## config.mk

```make
export PLATFORM = sky130hd
export DESIGN_NAME = seg7_pattern_engine_flat
export DESIGN_NICKNAME = d
export VERILOG_FILES = /design/src/rtl/seg7_pkg.sv /design/src/rtl/seg7_pattern_engine_if.sv /design/src/rtl/seg7_tick_divider.sv /design/src/rtl/seg7_pattern_engine.sv /design/src/flat_wrapper.sv
export SDC_FILE = /design/constraint.sdc
export NUM_CORES = 1
export LEC_CHECK = 0
export CAP_MARGIN = 15
export CORE_UTILIZATION = 50
export DETAILED_ROUTE_END_ITERATION = 12
export HOLD_SLACK_MARGIN = 0.15
export PLACE_DENSITY_LB_ADDON = 0.05
export SYNTH_ARGS = -nofsm -noshare
export SYNTH_HDL_FRONTEND = slang
export SYNTH_SLANG_ARGS = --single-unit
```

## constraint.sdc

```tcl
create_clock -name clock -period 40.5 [get_ports clock]
set_input_delay 4.05 -clock clock [delete_from_list [all_inputs] [get_ports clock]]
set_output_delay 4.05 -clock clock [all_outputs]
set_load 0.02 [all_outputs]
```

## src/rtl/seg7_pkg.sv

```systemverilog
// Shared types and constants for the 7-segment pattern engine.
// No logic; imported by the engine and its testbench.
package seg7_pkg;

   typedef enum logic [1:0] {
      MODE_HEX    = 2'd0,
      MODE_BCD    = 2'd1,
      MODE_BOUNCE = 2'd2,
      MODE_MSG    = 2'd3
   } mode_e;

   localparam logic [3:0] BCD_DIGIT_MAX = 4'd9;

endpackage

```

## src/rtl/seg7_pattern_engine_if.sv

```systemverilog
// Message-buffer write port: nibble append with ready, plus a buffer clear.
// wr_ready is combinational from the stored length; a write without ready is dropped.
interface seg7_pattern_engine_if;
   logic       wr_valid;
   logic [3:0] wr_nibble;
   logic       wr_ready;
   logic       wr_clear;

   modport master (output wr_valid, output wr_nibble, output wr_clear, input wr_ready);
   modport slave  (input wr_valid, input wr_nibble, input wr_clear, output wr_ready);
endinterface

```

## src/rtl/seg7_tick_divider.sv

```systemverilog
// Free-running 2^DIV_W divider; tick is high while the counter is all-ones (no latency, no stall).
// Never backpressured: it keeps counting regardless of hold or mode.
module seg7_tick_divider #(
   parameter int DIV_W = 22
) (
   input  logic clock,
   input  logic reset_n,
   output logic tick
);

   logic [DIV_W-1:0] cnt;

   always_ff @(posedge clock or negedge reset_n) begin
      if (!reset_n) cnt <= '0;
      else          cnt <= cnt + DIV_W'(1);
   end

   assign tick = &cnt;

endmodule

```

## src/rtl/seg7_pattern_engine.sv

```systemverilog
// Display content source (hex/BCD count, bounce, scrolling message); number/dots feed seven_segment_display as-is.
// Content moves 1 clock after each unheld tick; buffer writes drop while full, clear beats a same-cycle write.
module seg7_pattern_engine
   import seg7_pkg::*;
#(
   parameter int W_DIGITS  = 8,
   parameter int MSG_DEPTH = 16,
   parameter int DIV_W     = 22
) (
   input  logic                           clock,
   input  logic                           reset_n,
   input  logic [1:0]                     mode,
   input  logic                           hold,
   input  logic [W_DIGITS-1:0]            key_dots,
   seg7_pattern_engine_if.slave           wr,
   output logic [W_DIGITS*4-1:0]          number,
   output logic [W_DIGITS-1:0]            dots,
   output logic                           tick_out,
   output logic [$clog2(MSG_DEPTH+1)-1:0] msg_len
);

   localparam int LEN_W = $clog2(MSG_DEPTH+1);
   localparam int PTR_W = $clog2(MSG_DEPTH);
   localparam int POS_W = $clog2(W_DIGITS);
   localparam int NUM_W = W_DIGITS*4;

   mode_e               mode_cur;
   mode_e               mode_q;
   logic                mode_chg;
   logic                upd;
   logic                wr_acc;
   logic [3:0]          msg_mem [MSG_DEPTH];
   logic [PTR_W-1:0]    ptr;
   logic [PTR_W-1:0]    ptr_nxt;
   logic [LEN_W-1:0]    len_nxt;
   logic [POS_W-1:0]    pos;
   logic [POS_W-1:0]    pos_nxt;
   logic                dir_up;
   logic                dir_nxt;
   logic [NUM_W-1:0]    num_nxt;
   logic [NUM_W-1:0]    msg_view;
   logic [W_DIGITS-1:0] dots_nxt;

   seg7_tick_divider #(.DIV_W(DIV_W)) u_div (
      .clock   (clock),
      .reset_n (reset_n),
      .tick    (tick_out)
   );

   assign mode_cur    = mode_e'(mode);
   assign mode_chg    = (mode_cur != mode_q);
   assign upd         = tick_out & ~hold;
   assign wr.wr_ready = (int'(msg_len) < MSG_DEPTH);
   assign wr_acc      = wr.wr_valid & wr.wr_ready & ~wr.wr_clear;

   function automatic logic [NUM_W-1:0] bcd_inc(input logic [NUM_W-1:0] v);
      logic [NUM_W-1:0] r;
      logic             carry;
      r     = v;
      carry = 1'b1;
      for (int i = 0; i < W_DIGITS; i++) begin
         if (carry) begin
            if (v[4*i +: 4] == BCD_DIGIT_MAX) begin
               r[4*i +: 4] = 4'd0;
            end else begin
               r[4*i +: 4] = v[4*i +: 4] + 4'd1;
               carry       = 1'b0;
            end
         end
      end
      return r;
   endfunction

   // Scroll pointer wraps on the length before this cycle's append.
   always_comb begin
      len_nxt = msg_len;
      ptr_nxt = ptr;
      if (wr.wr_clear)  len_nxt = '0;
      else if (wr_acc)  len_nxt = msg_len + LEN_W'(1);
      if (mode_chg || wr.wr_clear) begin
         ptr_nxt = '0;
      end else if (mode_cur == MODE_MSG && upd && msg_len != '0) begin
         ptr_nxt = (int'(ptr) + 1 == int'(msg_len)) ? '0 : ptr + PTR_W'(1);
      end
   end

   always_comb begin
      pos_nxt = pos;
      dir_nxt = dir_up;
      if (mode_chg) begin
         pos_nxt = '0;
         dir_nxt = 1'b1;
      end else if (mode_cur == MODE_BOUNCE && upd) begin
         if (dir_up) begin
            if (int'(pos) == W_DIGITS-1) begin
               pos_nxt = pos - POS_W'(1);
               dir_nxt = 1'b0;
            end else begin
               pos_nxt = pos + POS_W'(1);
            end
         end else begin
            if (pos == '0) begin
               pos_nxt = POS_W'(1);
               dir_nxt = 1'b1;
            end else begin
               pos_nxt = pos - POS_W'(1);
            end
         end
      end
   end

   // Built from next-cycle buffer state so appends and clears show one clock later.
   always_comb begin
      logic [PTR_W-1:0] idx;
      msg_view = '0;
      idx      = ptr_nxt;
      if (len_nxt != '0) begin
         for (int i = 0; i < W_DIGITS; i++) begin
            msg_view[4*(W_DIGITS-1-i) +: 4] =
               (wr_acc && int'(idx) == int'(msg_len)) ? wr.wr_nibble : msg_mem[idx];
            idx = (int'(idx) + 1 == int'(len_nxt)) ? '0 : idx + PTR_W'(1);
         end
      end
   end

   always_comb begin
      num_nxt  = number;
      dots_nxt = key_dots;
      if (mode_chg) begin
         num_nxt = '0;
      end else begin
         case (mode_cur)
            MODE_HEX: if (upd) num_nxt = number + NUM_W'(1);
            MODE_BCD: if (upd) num_nxt = bcd_inc(number);
            MODE_BOUNCE: begin
               num_nxt                        = '0;
               num_nxt[4*int'(pos_nxt) +: 4]  = 4'hF;
               dots_nxt[pos_nxt]              = 1'b1;
            end
            default: num_nxt = msg_view;
         endcase
      end
   end

   always_ff @(posedge clock or negedge reset_n) begin
      if (!reset_n) begin
         mode_q  <= MODE_HEX;
         number  <= '0;
         dots    <= '0;
         msg_len <= '0;
         ptr     <= '0;
         pos     <= '0;
         dir_up  <= 1'b1;
      end else begin
         mode_q  <= mode_cur;
         number  <= num_nxt;
         dots    <= dots_nxt;
         msg_len <= len_nxt;
         ptr     <= ptr_nxt;
         pos     <= pos_nxt;
         dir_up  <= dir_nxt;
      end
   end

   always_ff @(posedge clock) begin
      if (wr_acc) msg_mem[msg_len[PTR_W-1:0]] <= wr.wr_nibble;
   end

endmodule
```

## src/flat_wrapper.sv

```systemverilog
// flat-port wrapper written by rule: the top's interface ports become plain ports
module seg7_pattern_engine_flat import seg7_pkg::*;
#(
   parameter int W_DIGITS  = 8,
   parameter int MSG_DEPTH = 16,
   parameter int DIV_W     = 22
)
  (clock, reset_n, mode, hold, key_dots, number, dots, tick_out, msg_len, wr_wr_valid, wr_wr_nibble, wr_wr_clear, wr_wr_ready);
  seg7_pattern_engine_if wr_i ();
  input  logic clock;
  input  logic reset_n;
  input  logic [1:0] mode;
  input  logic hold;
  input  logic [W_DIGITS-1:0] key_dots;
  output logic [W_DIGITS*4-1:0] number;
  output logic [W_DIGITS-1:0] dots;
  output logic tick_out;
  output logic [$clog2(MSG_DEPTH+1)-1:0] msg_len;
  input wire logic [$bits(wr_i.wr_valid)-1:0] wr_wr_valid;
  input wire logic [$bits(wr_i.wr_nibble)-1:0] wr_wr_nibble;
  input wire logic [$bits(wr_i.wr_clear)-1:0] wr_wr_clear;
  output wire logic [$bits(wr_i.wr_ready)-1:0] wr_wr_ready;
  assign wr_i.wr_valid = wr_wr_valid;
  assign wr_i.wr_nibble = wr_wr_nibble;
  assign wr_i.wr_clear = wr_wr_clear;
  assign wr_wr_ready = wr_i.wr_ready;
  seg7_pattern_engine #(.W_DIGITS(W_DIGITS), .MSG_DEPTH(MSG_DEPTH), .DIV_W(DIV_W)) u_core (.clock(clock), .reset_n(reset_n), .mode(mode), .hold(hold), .key_dots(key_dots), .wr(wr_i), .number(number), .dots(dots), .tick_out(tick_out), .msg_len(msg_len));
endmodule
```

Word level (Yosys, flattened, before mapping). Memories as Yosys holds them, arrays and structs flattened. Cells that the tools add are included.

Flip-flop bits (word level): 77. RAM bits: 64. Output and inout bits: 47. Word-level logic and storage cells: 213. Input port bits: 19. Memories: 1.

Eq/ne operators: 38. Reductions and logical operators: 27. Bitwise logic cells: 7. Add/sub/neg operators: 30. Shift operators: 2. Mux-type cells: 90. $lt $le $gt $ge: 3.

Memory list: u_core.msg_mem (depth 16, width 4, read ports 8, clocked after memory_dff 0, wr ports 1, line seg7_pattern_engine.sv:32) `logic [3:0] msg_mem [MSG_DEPTH];`.

Operators by type and width (number): equality test 32 x 6 -> 1 bit (8); two-way mux 4 bit (33); two-way mux 32 bit (4); one-hot mux 32 bit (3 select lines) (1); adder 4 x 1 -> 4 bit (second input constant) (16); two-way mux 1 bit (42); adder 4 x 1 -> 5 bit (second input constant) (8); equality test 5 bit (8); negation 5 -> 33 bit (1); variable shift 4 x 33 -> 32 bit (first input constant) (1); variable part select 4 x 33 -> 32 bit (first input constant) (1); adder 32 x 1 -> 32 bit (second input constant) (1); AND 32 bit (1); equality test 4 bit (second input constant) (8); inequality test 3 x 1 -> 1 bit (second input constant) (9); adder 22 x 1 -> 22 bit (second input constant) (1); AND reduction 22 bit (1); AND reduction 3 bit (7); two-way mux 8 bit (2); two-way mux 3 bit (5); logical AND 1 bit (12); two-way mux 5 bit (2); nonzero test 5 bit (2); OR 8 bit (1); 18 further kinds (22).

Logic depth before layout (Yosys ltp).
Depth after elaboration: 33. Mapped depth: 82.

Cells and area by module. Synthesis repeated with hierarchy kept, for this count alone.

Cells, all modules: 1886. Area, all modules: 15069.5 sq um.

Modules (own cells, without submodules): seg7_pattern_engine (times used 1, cells each 1808, area each 14096.0 sq um); seg7_tick_divider (times used 1, cells each 78, area each 973.4 sq um).

Least setup slack after synthesis. OpenSTA, ideal clock, no wires.

Path kind: input -> register. From: input mode[0]. To: register u_core.number[0]. Slack: 22.149 ns. Setup time: 0.104 ns. Data required time: 40.396 ns. Arrival: 18.247 ns. Stages: 76. Cells stage by stage: buf_2 > nand3b_1 > nor4_4 > and2_0 > buf_2 > nand3_1 > a21oi_1 > buf_1 > clkbuf_1 > ha_1 > xnor2_1 > o211a_1 > nand4_1 > nand2_1 > inv_1 > clkbuf_1 > ha_1 > nor2_1 > (+40 left out) > and4_1 > and3_1 > nand2b_1 > clkinv_1 > ha_1 > clkbuf_1 > nand2_1 > inv_1 > o32ai_1 > a21boi_1 > a31oi_1 > o21a_2 > and2_4 > buf_6 > o221ai_1 > o21ai_1 > o311a_1 > o41ai_2.

Cells in the longest elaborated chain, start to end: 32. Elaborated cells between the ends (all ways): 55.

Ends and longest elaborated chain: from (decl) (line flat_wrapper.sv:12) `input logic [1:0] mode;`; equality test 2 bit (line seg7_pattern_engine.sv:82) `end else if (mode_cur == MODE_MSG && upd && msg_len != '0) begin`; logical AND 1 bit (2 in series) (line seg7_pattern_engine.sv:82); two-way mux 4 bit (line seg7_pattern_engine.sv:82); two-way mux 4 bit (*) (line seg7_pattern_engine.sv:80) `if (mode_chg || wr.wr_clear) begin`; named net u_core.ptr_nxt[1] (line seg7_pattern_engine.sv:34) `logic [PTR_W-1:0] ptr_nxt;`; adder 4 x 1 -> 5 bit (line seg7_pattern_engine.sv:121) `idx = (int'(idx) + 1 == int'(len_nxt)) ? '0 : idx + PTR_W'(1);`; equality test 32 x 6 -> 1 bit (line seg7_pattern_engine.sv:121); two-way mux 4 bit (*) (line seg7_pattern_engine.sv:121); (+15 left out); adder 4 x 1 -> 5 bit (line seg7_pattern_engine.sv:121); equality test 32 x 6 -> 1 bit (line seg7_pattern_engine.sv:121); two-way mux 4 bit (*) (line seg7_pattern_engine.sv:121); branches (longest 2 deep; another with memory (16 x 4 bit)); two-way mux 4 bit (*) (line seg7_pattern_engine.sv:120) `(wr_acc && int'(idx) == int'(msg_len)) ? wr.wr_nibble : msg_mem[idx];`; two-way mux 32 bit (*) (line seg7_pattern_engine.sv:117) `if (len_nxt != '0) begin`; one-hot mux 32 bit (3 select lines) (*) (line seg7_pattern_engine.sv:132) `case (mode_cur)`; two-way mux 32 bit (*) (line seg7_pattern_engine.sv:129) `if (mode_chg) begin`; to (signal assigned) (line seg7_pattern_engine.sv:156) `number <= num_nxt;`; to (decl) (line seg7_pattern_engine.sv:16) `output logic [W_DIGITS*4-1:0] number,`.

Mark *: on every way through the listed nets, which the timed path passes. A chain may end at the register's enable or synchronous reset.

Final worst setup path.
From: input mode[0]. To: register u_core.number[3].

Cells in the longest elaborated chain, start to end: 32. Elaborated cells between the ends (all ways): 55.

Ends and longest elaborated chain: branches (longest 32 deep; another with adder 4 x 1 -> 5 bit).

Several ways; the timed one is not identified.

==> run summary <==
worst rel slew slack = 0.145
GR Util All Layers = 0.392
Comb pwr share = 0.756
Core ar. = 0.0289 mm^2
Synth warnings = 0
crit path from = mode[0]
Total Power = 1.32 mW
Net Sw Frac = 0.527
Leak = 6.02 nW
post-route ant nets = 0
Mean Syn Cell Area = 7.97 um^2
WP data arrival = 23190 ps
worst slack, placed = 17780 ps
synthesized netlist cell count = 1862
post-route insts no fill = 2218
Hold Buf Count CTS = 0
# DRC = 0
Final HPWL DP = 42.1 mm
RSZ-0062 raised after global routing = no
Setup WS post-layout = 17640 ps
actual slew at the worst max-slew pin = 1270 ps
Cell Area, Synth = 0.0148 mm^2
Crit path required time = 40830 ps
fin nets = 1877
Layout area overhead = 8.94%
# resized after CTS = 0
diode count = 0
starting density of the core = 0.513
critical path fanouts, max = 48
max-slew violations = 0
grt total ovfl = 0
TritonCTS clock tree = done
Psw = 694 uW
WL final = 60.1 mm
Internal Power = 622 uW
CTS root buffer = clkbuf_16
synth unique cells = 102
layout cell share with drive strength beyond 1 = 0.0802
clk_lat worst skew = 450 ps
DRT iter0 DRCs = 1929
crit path launch type = primary input
setup_tns = 0 ps
Top-Level Pins = 66
placed insts = 2186
VDD IR max = 0.104 mV
initial antenna violation count = 3
Reg clk slew, reported paths = 60 ps
Clk network pwr share = 0.119
Layout Skew = 17.6 ps
reg2reg start = u_core.msg_len[1]
Most common cell on crit path = nand2_1
H-Tree Depth = 4
period utilization = 0.564
largest net degree at the start of global routing = 78
Worst Setup End Kind = flip-flop
GP Congestion = 1.03
CP max stage delay = 920 ps
share of power burned in registers = 0.126
Die ar. = 0.0304 mm^2
status = finished, final reports clean
postcts setup bufs = 0
Crit-path slowest cell = clkdlybuf4s50_1
asr flop ratio synth = 0.546
final-report hold violation count = 0
buffers added on ports = 65
CTS sink cnt = 141
Net Count, Synth = 1917
Routed WL per cell = 27.1 um
Max Root-Sink Buffers = 2
Primary FF master, synth = dfrtp_1
min Tclk post-route = 22860 ps
DIE WIDTH = 174 um
sequential element share of the synthesized area = 0.259
EDFF count, synth = 64
vias per inst = 6.98
Finish-stage setup viols = 0
critical path class = primary input to flip-flop
DIE HEIGHT = 174 um
Max Fclk = 0.0438 GHz
vias in the first global route = 14100
vias = 15500
hold path start = u_core.u_div.cnt[0]
MaxCap Viol Count = 0
Pwr Density = 81.4 mW/mm^2
Seq cells post-synth = 141
row count = 62
min-delay worst type = flip-flop to flip-flop
Num CTS Buffers = 17
drt first pass iters = 7
first-pass GRT wire length = 88.7 mm
[layer usage]
layer / part of all wire / global-route usage / vias up / wire (um)
li1: - / - / 6910 / -
met1: 0.40 / 0.503 / 7369 / 24000
met2: 0.43 / 0.594 / 964 / 26000
met3: 0.11 / 0.106 / 229 / 6620
met4: 0.058 / 0.219 / 0 / 3500
met5: 0 / 0 / - / 0
[critical path, delay by kind of cell]
kind,cells,cell delay (ps)
compound gates,20,5690
xor+xnor,5,1060
fa+ha+maj,7,2920
buf+inv,14,4770
mux,1,430
simple gates,18,4150
[power groups by stage]
stage | sequential (mW) | clock, mW | combinational [mW]
5_1_grt | 0.166 | 0.164 | 1.06
6_report | 0.165 | 0.156 | 0.995
2_1_floorplan | 0.169 | 0 | 0.744
3_5_place_dp | 0.168 | 0 | 0.956
3_3_place_gp | 0.167 | 0 | 0.958
4_1_cts | 0.165 | 0.158 | 0.962
[kinds of logic after synthesis]
kind of cell / count (synthesis) / synth area share
and+or+nand+nor: 651 / 0.211
AOI/OAI and AO/OA: 583 / 0.279
buffers and inverters: 214 / 0.0578
muxes: 141 / 0.102
DFF: 141 / 0.259
xor gates and xnor gates: 96 / 0.0596
adders and majority gates: 36 / 0.0303
[worst paths after layout]
path                                   endpoint  slack [ps]  cells after the start
min                         u_core.u_div.cnt[0]         460                      1
max in group asynchronous     u_core.number[23]       36070                      1
max                            u_core.number[3]       17640                     65
min reg2reg                 u_core.u_div.cnt[0]         460                      1
min in group asynchronous  u_core.u_div.cnt[11]        3770                      1
max reg2reg                    u_core.number[3]       20810                     66
[state kept, by name (all words and copies together) (netlist names)]
name              count
u_core.msg_mem       64
u_core.pos            3
u_core.dots           8
u_core.number        32
u_core.msg_len        5
u_core.dir_up         1
u_core.mode_q         2
u_core.ptr            4
u_core.u_div.cnt     22
[area by class of cell]
type | instances | area (um^2)
Fill cell | 2657 | 12800
Multi-Input combinational cell | 1507 | 10200
Sequential cell | 141 | 3850
Timing Repair Buffer | 92 | 851
Tap cell | 384 | 480
Clock buffer | 17 | 425
Inverter | 63 | 236
Clock inverter | 14 | 140
[cells in the final DEF (no fill, tap or decap), types with 24 or more instances in the layout]
| cell | instances |
|---|---|
| a211oi_1 | 77 |
| a21oi_1 | 117 |
| a221oi_1 | 45 |
| a31oi_1 | 28 |
| and2_1 | 28 |
| buf_4 | 27 |
| clkdlybuf4s50_1 | 64 |
| dfrtp_1 | 76 |
| edfxtp_1 | 64 |
| ha_1 | 36 |
| inv_1 | 54 |
| mux2_2 | 26 |
| mux2i_1 | 108 |
| nand2_1 | 243 |
| nand3_1 | 65 |
| nand4_1 | 27 |
| nor2_1 | 120 |
| nor2b_1 | 24 |
| nor3_1 | 45 |
| o21ai_0 | 92 |
| xnor2_1 | 74 |
[synthesized netlist by cell type (54+ instances only)]
library cell / number / share of area
xnor2_1: 74 / 0.044
nand3_1: 65 / 0.022
nor2_1: 120 / 0.030
clkbuf_1: 110 / 0.028
a21oi_1: 119 / 0.040
edfxtp_1: 64 / 0.13
a211oi_1: 77 / 0.039
nand2_1: 243 / 0.061
inv_1: 54 / 0.014
dfrtp_1: 76 / 0.13
mux2i_1: 108 / 0.073
o21ai_0: 92 / 0.031
[metrics by stage]
step                instance area (um^2)  hold slack (ps)   util
finish                             16200              459  0.559
global route                       16200              483  0.559
CTS                                16200              464  0.559
detailed placement                 15600              447  0.539
global placement                   15600              437  0.539
floorplan                          14800              422      -
Power figures use the tool's default switching activity.
